`config.mk`:
```
export PLATFORM = sky130hd
export DESIGN_NAME = dmem_write_buffer_flat
export DESIGN_NICKNAME = d
export VERILOG_FILES = /design/src/rtl/dmem_write_buffer_if.sv /design/src/rtl/dmem_write_buffer.sv /design/src/flat_wrapper.sv
export SDC_FILE = /design/constraint.sdc
export NUM_CORES = 1
export LEC_CHECK = 0
export ABC_AREA = 1
export BUFFER_PORTS_ARGS = -buffer_cell sky130_fd_sc_hd__buf_4
export CAP_MARGIN = 10
export CORE_MARGIN = 2
export CORE_UTILIZATION = 61
export DETAILED_ROUTE_END_ITERATION = 10
export PLACE_DENSITY = 0.86
export SLEW_MARGIN = 10
export SYNTH_ARGS = -nofsm -noshare
export SYNTH_HDL_FRONTEND = slang
export SYNTH_SLANG_ARGS = --single-unit
```
`constraint.sdc`:
```
create_clock -name clk -period 3.6 [get_ports clk]
set_clock_uncertainty 0.05 [all_clocks]
set_input_delay 0 -clock clk [delete_from_list [all_inputs] [get_ports clk]]
set_output_delay 0 -clock clk [all_outputs]
set_load 0.02 [all_outputs]
```
`src/rtl/dmem_write_buffer_if.sv`:
```
// -----------------------------------------------------------------------------
// dmem_write_buffer_if
// Bundles the cpu data-port signals and the dmem port signals seen by the
// posted-store write buffer.
//   slave  : the write buffer's view (cpu requests and dmem read data in;
//            load data, stall, dmem strobes/address/data and empty out)
//   master : the surrounding cpu/dmem view (directions reversed)
// Signals:
//   MemWr, MemRd, address, DataIn : cpu store/load request
//   Dataout, stall                : cpu load data, store refusal
//   mem_wr, mem_rd, mem_addr,
//   mem_din, mem_dout             : single-ported dmem access
//   empty                         : no stores buffered
// -----------------------------------------------------------------------------
interface dmem_write_buffer_if #(
    parameter int ADDR_W = 16,
    parameter int DATA_W = 16
);
    logic              MemWr;
    logic              MemRd;
    logic [ADDR_W-1:0] address;
    logic [DATA_W-1:0] DataIn;
    logic [DATA_W-1:0] Dataout;
    logic              stall;
    logic              mem_wr;
    logic              mem_rd;
    logic [ADDR_W-1:0] mem_addr;
    logic [DATA_W-1:0] mem_din;
    logic [DATA_W-1:0] mem_dout;
    logic              empty;

    modport master (
        output MemWr, MemRd, address, DataIn, mem_dout,
        input  Dataout, stall, mem_wr, mem_rd, mem_addr, mem_din, empty
    );

    modport slave (
        input  MemWr, MemRd, address, DataIn, mem_dout,
        output Dataout, stall, mem_wr, mem_rd, mem_addr, mem_din, empty
    );
endinterface

```
`src/rtl/dmem_write_buffer.sv`:
```
// -----------------------------------------------------------------------------
// dmem_write_buffer
// Posted-store FIFO between the cpu data port and dmem. cpu stores are queued
// without stalling (unless the queue is full), retired to dmem one per cycle
// in issue order, and buffered data is forwarded to cpu loads that hit a
// queued address. A load that misses the queue takes the dmem port for that
// cycle and blocks draining.
// Ports:
//   clk   : rising-edge clock
//   reset : asynchronous, active-low reset; discards all queued stores
//   bus   : dmem_write_buffer_if.slave (cpu request side and dmem side)
// -----------------------------------------------------------------------------
module dmem_write_buffer #(
    parameter int DEPTH  = 4,
    parameter int ADDR_W = 16,
    parameter int DATA_W = 16
) (
    input  logic                  clk,
    input  logic                  reset,
    dmem_write_buffer_if.slave    bus
);
    localparam int PTR_W = (DEPTH > 1) ? $clog2(DEPTH) : 1;
    localparam int CNT_W = PTR_W + 1;

    logic [ADDR_W-1:0] addr_mem [DEPTH];
    logic [DATA_W-1:0] data_mem [DEPTH];

    logic [PTR_W-1:0]  head;
    logic [PTR_W-1:0]  tail;
    logic [CNT_W-1:0]  count;

    logic              full;
    logic              push;
    logic              drain;
    logic              hit;
    logic              load_miss;
    logic [DATA_W-1:0] hit_data;
    logic [PTR_W-1:0]  idx;

    // Walk valid entries oldest to youngest; a later match overrides an
    // earlier one, so the youngest matching store wins the forward.
    always_comb begin
        hit      = 1'b0;
        hit_data = '0;
        idx      = '0;
        for (int i = 0; i < DEPTH; i++) begin
            idx = head + PTR_W'(i);
            if ((CNT_W'(i) < count) && (addr_mem[idx] == bus.address)) begin
                hit      = 1'b1;
                hit_data = data_mem[idx];
            end
        end
    end

    assign full      = (count == CNT_W'(DEPTH));
    assign load_miss = bus.MemRd & ~hit;
    // A load miss owns the single dmem port, so draining waits a cycle.
    assign drain     = (count != '0) & ~load_miss;
    // No fall-through: a full queue refuses even when it drains this cycle.
    assign push      = bus.MemWr & ~full;

    // Outputs are forced quiet while reset is held.
    always_comb begin
        bus.stall    = reset & bus.MemWr & full;
        bus.mem_rd   = reset & load_miss;
        bus.mem_wr   = reset & drain;
        bus.mem_addr = '0;
        bus.mem_din  = '0;
        bus.Dataout  = '0;
        bus.empty    = (count == '0);
        if (reset) begin
            if (load_miss) begin
                bus.mem_addr = bus.address;
            end else if (drain) begin
                bus.mem_addr = addr_mem[head];
                bus.mem_din  = data_mem[head];
            end
            if (bus.MemRd) begin
                bus.Dataout = hit ? hit_data : bus.mem_dout;
            end
        end
    end

    always_ff @(posedge clk or negedge reset) begin
        if (!reset) begin
            head  <= '0;
            tail  <= '0;
            count <= '0;
        end else begin
            if (push)  tail <= tail + PTR_W'(1);
            if (drain) head <= head + PTR_W'(1);
            count <= count + CNT_W'(push) - CNT_W'(drain);
        end
    end

    // Entry storage carries no reset; validity is defined by head/count.
    always_ff @(posedge clk) begin
        if (push) begin
            addr_mem[tail] <= bus.address;
            data_mem[tail] <= bus.DataIn;
        end
    end
endmodule

```
`src/flat_wrapper.sv`:
```
// flat-port wrapper written by rule: the top's interface ports become plain ports
module dmem_write_buffer_flat 
#(
    parameter int DEPTH  = 4,
    parameter int ADDR_W = 16,
    parameter int DATA_W = 16
)
  (clk, reset, bus_MemWr, bus_MemRd, bus_address, bus_DataIn, bus_mem_dout, bus_Dataout, bus_stall, bus_mem_wr, bus_mem_rd, bus_mem_addr, bus_mem_din, bus_empty);
  dmem_write_buffer_if #(.ADDR_W(ADDR_W), .DATA_W(DATA_W)) bus_i ();
  input  logic clk;
  input  logic reset;
  input wire logic [$bits(bus_i.MemWr)-1:0] bus_MemWr;
  input wire logic [$bits(bus_i.MemRd)-1:0] bus_MemRd;
  input wire logic [$bits(bus_i.address)-1:0] bus_address;
  input wire logic [$bits(bus_i.DataIn)-1:0] bus_DataIn;
  input wire logic [$bits(bus_i.mem_dout)-1:0] bus_mem_dout;
  output wire logic [$bits(bus_i.Dataout)-1:0] bus_Dataout;
  output wire logic [$bits(bus_i.stall)-1:0] bus_stall;
  output wire logic [$bits(bus_i.mem_wr)-1:0] bus_mem_wr;
  output wire logic [$bits(bus_i.mem_rd)-1:0] bus_mem_rd;
  output wire logic [$bits(bus_i.mem_addr)-1:0] bus_mem_addr;
  output wire logic [$bits(bus_i.mem_din)-1:0] bus_mem_din;
  output wire logic [$bits(bus_i.empty)-1:0] bus_empty;
  assign bus_i.MemWr = bus_MemWr;
  assign bus_i.MemRd = bus_MemRd;
  assign bus_i.address = bus_address;
  assign bus_i.DataIn = bus_DataIn;
  assign bus_i.mem_dout = bus_mem_dout;
  assign bus_Dataout = bus_i.Dataout;
  assign bus_stall = bus_i.stall;
  assign bus_mem_wr = bus_i.mem_wr;
  assign bus_mem_rd = bus_i.mem_rd;
  assign bus_mem_addr = bus_i.mem_addr;
  assign bus_mem_din = bus_i.mem_din;
  assign bus_empty = bus_i.empty;
  dmem_write_buffer #(.DEPTH(DEPTH), .ADDR_W(ADDR_W), .DATA_W(DATA_W)) u_core (.clk(clk), .reset(reset), .bus(bus_i));
endmodule
```
==> impl_metrics.yaml <==
sta:
  period_needed_ps: 3530
  hold_viol_final: 0
  min_period_over_period_pct: 98.1
  fin_ws_ps: 68.9
  whs_ps: 165
  worstMarginPinSlew_ps: 918
  fmaxAchievable_mhz: 283
  setup_viol: 0
  slew_viol_final: 0
  maxSlewHeadroom_pct: 38.6
  final.setup.tns_ps: 0
setup_path:
  cp_cell_sequence: "nand2_1 -> nand2_4 -> o21ai_1 -> nand2_1 -> nand2_1 -> nand2_1 -> nor2_1 -> nand3_2 -> nand2_2 -> nor2_4 -> nand2_4 -> buf_4 -> nand3_2 -> nor2_1 -> buf_4"
  reg2reg_slack_ps: 160
  cp.depth: 15
  r2r_cells: 19
  crit_family: "simple AND/OR/NAND/NOR gates"
  cpMaxStageDelayCell: "dfrtp_4"
  cp_max_fo: 20
  cp-end-kind: "output port"
  arrival_ps: 3480
  reg2reg_to: "u_core.count[2]"
  critical_path_class: "flip-flop to output port"
  crit_required_ps: 3550
  reg2reg_from: "u_core.head[0]"
  max_stage_delay_ps: 540
  crit_start: "u_core.head[0]"
  path_buf_inv: 2
  crit_top_cell: "nand2_1"
  critPathLaunchType: "flip-flop"
global_routing:
  grtUsageTotal_pct: 32.4
  grt_pass1_vias: 9696
  grt_pass1_wl_mm: 45.6
  antenna_found_initial: 0
  grt_max_degree: 103
  grt_overflow: 0
clocking:
  cts.path.max_buffers: 2
  clk_pin_slew_ps: 60
  numCtsBuffers: 17
  htree_levels: 4
  cts-root-buf: "clkbuf_16"
  cts_tree: "done"
  clkSinkCount: 135
  clk_latency_ps: 430
placement:
  port_buffers: 103
  place_congestion: 0.914
  dpl_worst_slack_ps: 179
  dp.final_hpwl_mm: 18.3
  placed_cell_area_sq_um: 10900
  post-place-cells: 1765
synth:
  synth.distinct_cells: 34
  synth-seq-area-share_pct: 40.1
  synth_area_per_cell_sq_um: 6.68
  synth_fp_nets: 1562
  syn-instance-count: 1501
  ys_ff_latch: 135
  ys_warn_count: 0
  netlist_area_sq_um: 10000
layout:
  diodes: 0
  stdcell_count: 1842
  area_growth_pct: 19.6
  drive_gt1_share_pct: 12.5
  mostFrequentLayoutCells: "645 x nand2_1, 140 x inv_1, 135 x o21ai_0"
  stdcell_area_sq_um: 12000
  nNetsFinal: 1674
  fill_cells: 1192
  fin_util_pct: 74.9
  final_common_cell: "nand2_1"
hold_path:
  hold_end: "u_core.tail[0]"
  holdPathStages: 3
  min_path_type: "input pin to flip-flop"
  hold_start: "bus_MemWr"
detailed_routing:
  wl_per_cell_microns: 16.4
  dr.pass1.iters: 9
  post-route-drc-count: 0
  ant_nets: 0
  vias: 10800
  routed_wl_mm: 30.2
  viasPerCell: 5.85
  first_iter_violations: 1447
outcome:
  outcome: "completed"
power_and_ir_drop:
  power.leakage_nw: 5.87
  peakVddDrop_uv: 626
  powerDensity_nw_per_um2: 791
  p_total_mw: 9.48
floorplan:
  rows: 46
  dieWidth_microns: 132
  core-area_sq_um: 16000
  start_util_pct: 62.7
  die_h_microns: 132
  fp.dieArea_sq_um: 17500
  ioPinCount: 104
flow_run:
  cap_violations: 0
state kept, by name, summed over array words and instances (netlist names):
register / count
u_core.addr_mem: 64
u_core.count: 3
u_core.data_mem: 64
u_core.head: 2
u_core.tail: 2
worst max-delay path by stage:
stage	end	slack (ps)
after floorplan	u_core.count[2]	480
after global placement	u_core.count[2]	270
final	bus_mem_din[14]	70
after detailed placement	u_core.count[2]	180
after global routing	u_core.count[2]	-50
after CTS	bus_mem_din[15]	40
repair_timing:
| action | CTS | global route |
|---|---|---|
| pin swaps | 0 | 2 |
| hold buffers | 35 | 0 |
| endpoints found under the hold margin | 137 | 0 |
| resized for setup | 3 | 14 |
| cloned | 0 | 4 |
| buffers inserted | 0 | 6 |
| endpoints found under the setup margin | 2 | 20 |
Yosys cell counts, drive strengths merged:
| cell type | count | area (sq um) |
|---|---|---|
| xor2 | 2 | 17.5 |
| a21oi | 22 | 110 |
| inv | 144 | 541 |
| clkbuf | 26 | 97.6 |
| nand4 | 20 | 125 |
| nor3 | 1 | 16.3 |
| nor2 | 132 | 518 |
| ha | 8 | 100 |
| nand2 | 651 | 2470 |
| and2 | 1 | 6.26 |
| fa | 1 | 20.0 |
| o21bai | 1 | 7.51 |
| o211ai | 7 | 52.6 |
| a21boi | 17 | 128 |
| edfxtp | 128 | 3840 |
| buf | 54 | 358 |
| o21ai | 152 | 768 |
| dfrtp | 7 | 175 |
| nand3 | 125 | 658 |
| or2 | 2 | 12.5 |
per-layer routing:
metal  global-route usage (%)  vias to the layer above  share of wire (%)
li1                         -                     5053                  -
met4                     15.5                        0                3.8
met3                     5.27                      140                 12
met5                        0                        -                  0
met1                     40.1                     4802                 36
met2                     55.5                      772                 48
power by group:
group          internal, mW  leakage, nW  switching [mW]  total [mW]
clock                  1.02        0.269           0.705        1.73
sequential             2.09         1.25           0.156        2.25
combinational          1.71         4.35            3.80        5.51
total                  4.83         5.87            4.66        9.48
worst reg2reg max path: cells and delay by family (launching register included):
family	cells	cell delay (ps)
buffers and inverters	3	190
xor gates and xnor gates	1	180
and+or+nand+nor	11	1380
AOI/OAI and AO/OA	1	210
adders and majority gates	3	760
DFF	1	540
kinds of logic (layout without fill, tap and decap cells):
family	after synthesis	in the layout	synth area share (%)
fa+ha+maj	9	9	1.20
xor+xnor	2	2	0.175
flops	135	135	40.1
simple gates	932	934	38.0
compound gates	199	199	10.6
buf+inv	224	347	9.93
layout make-up:
class	instances	area (sq um)	share of cell area [%]
clock buffer	18	429	3.58
clock inverter	14	151	1.26
inverter	144	546	4.55
multi-input combinational	1144	5090	42.4
sequential	135	4020	33.6
tap	216	270	2.25
timing repair buffer	171	1480	12.3
(Power assumes the default switching activity.)
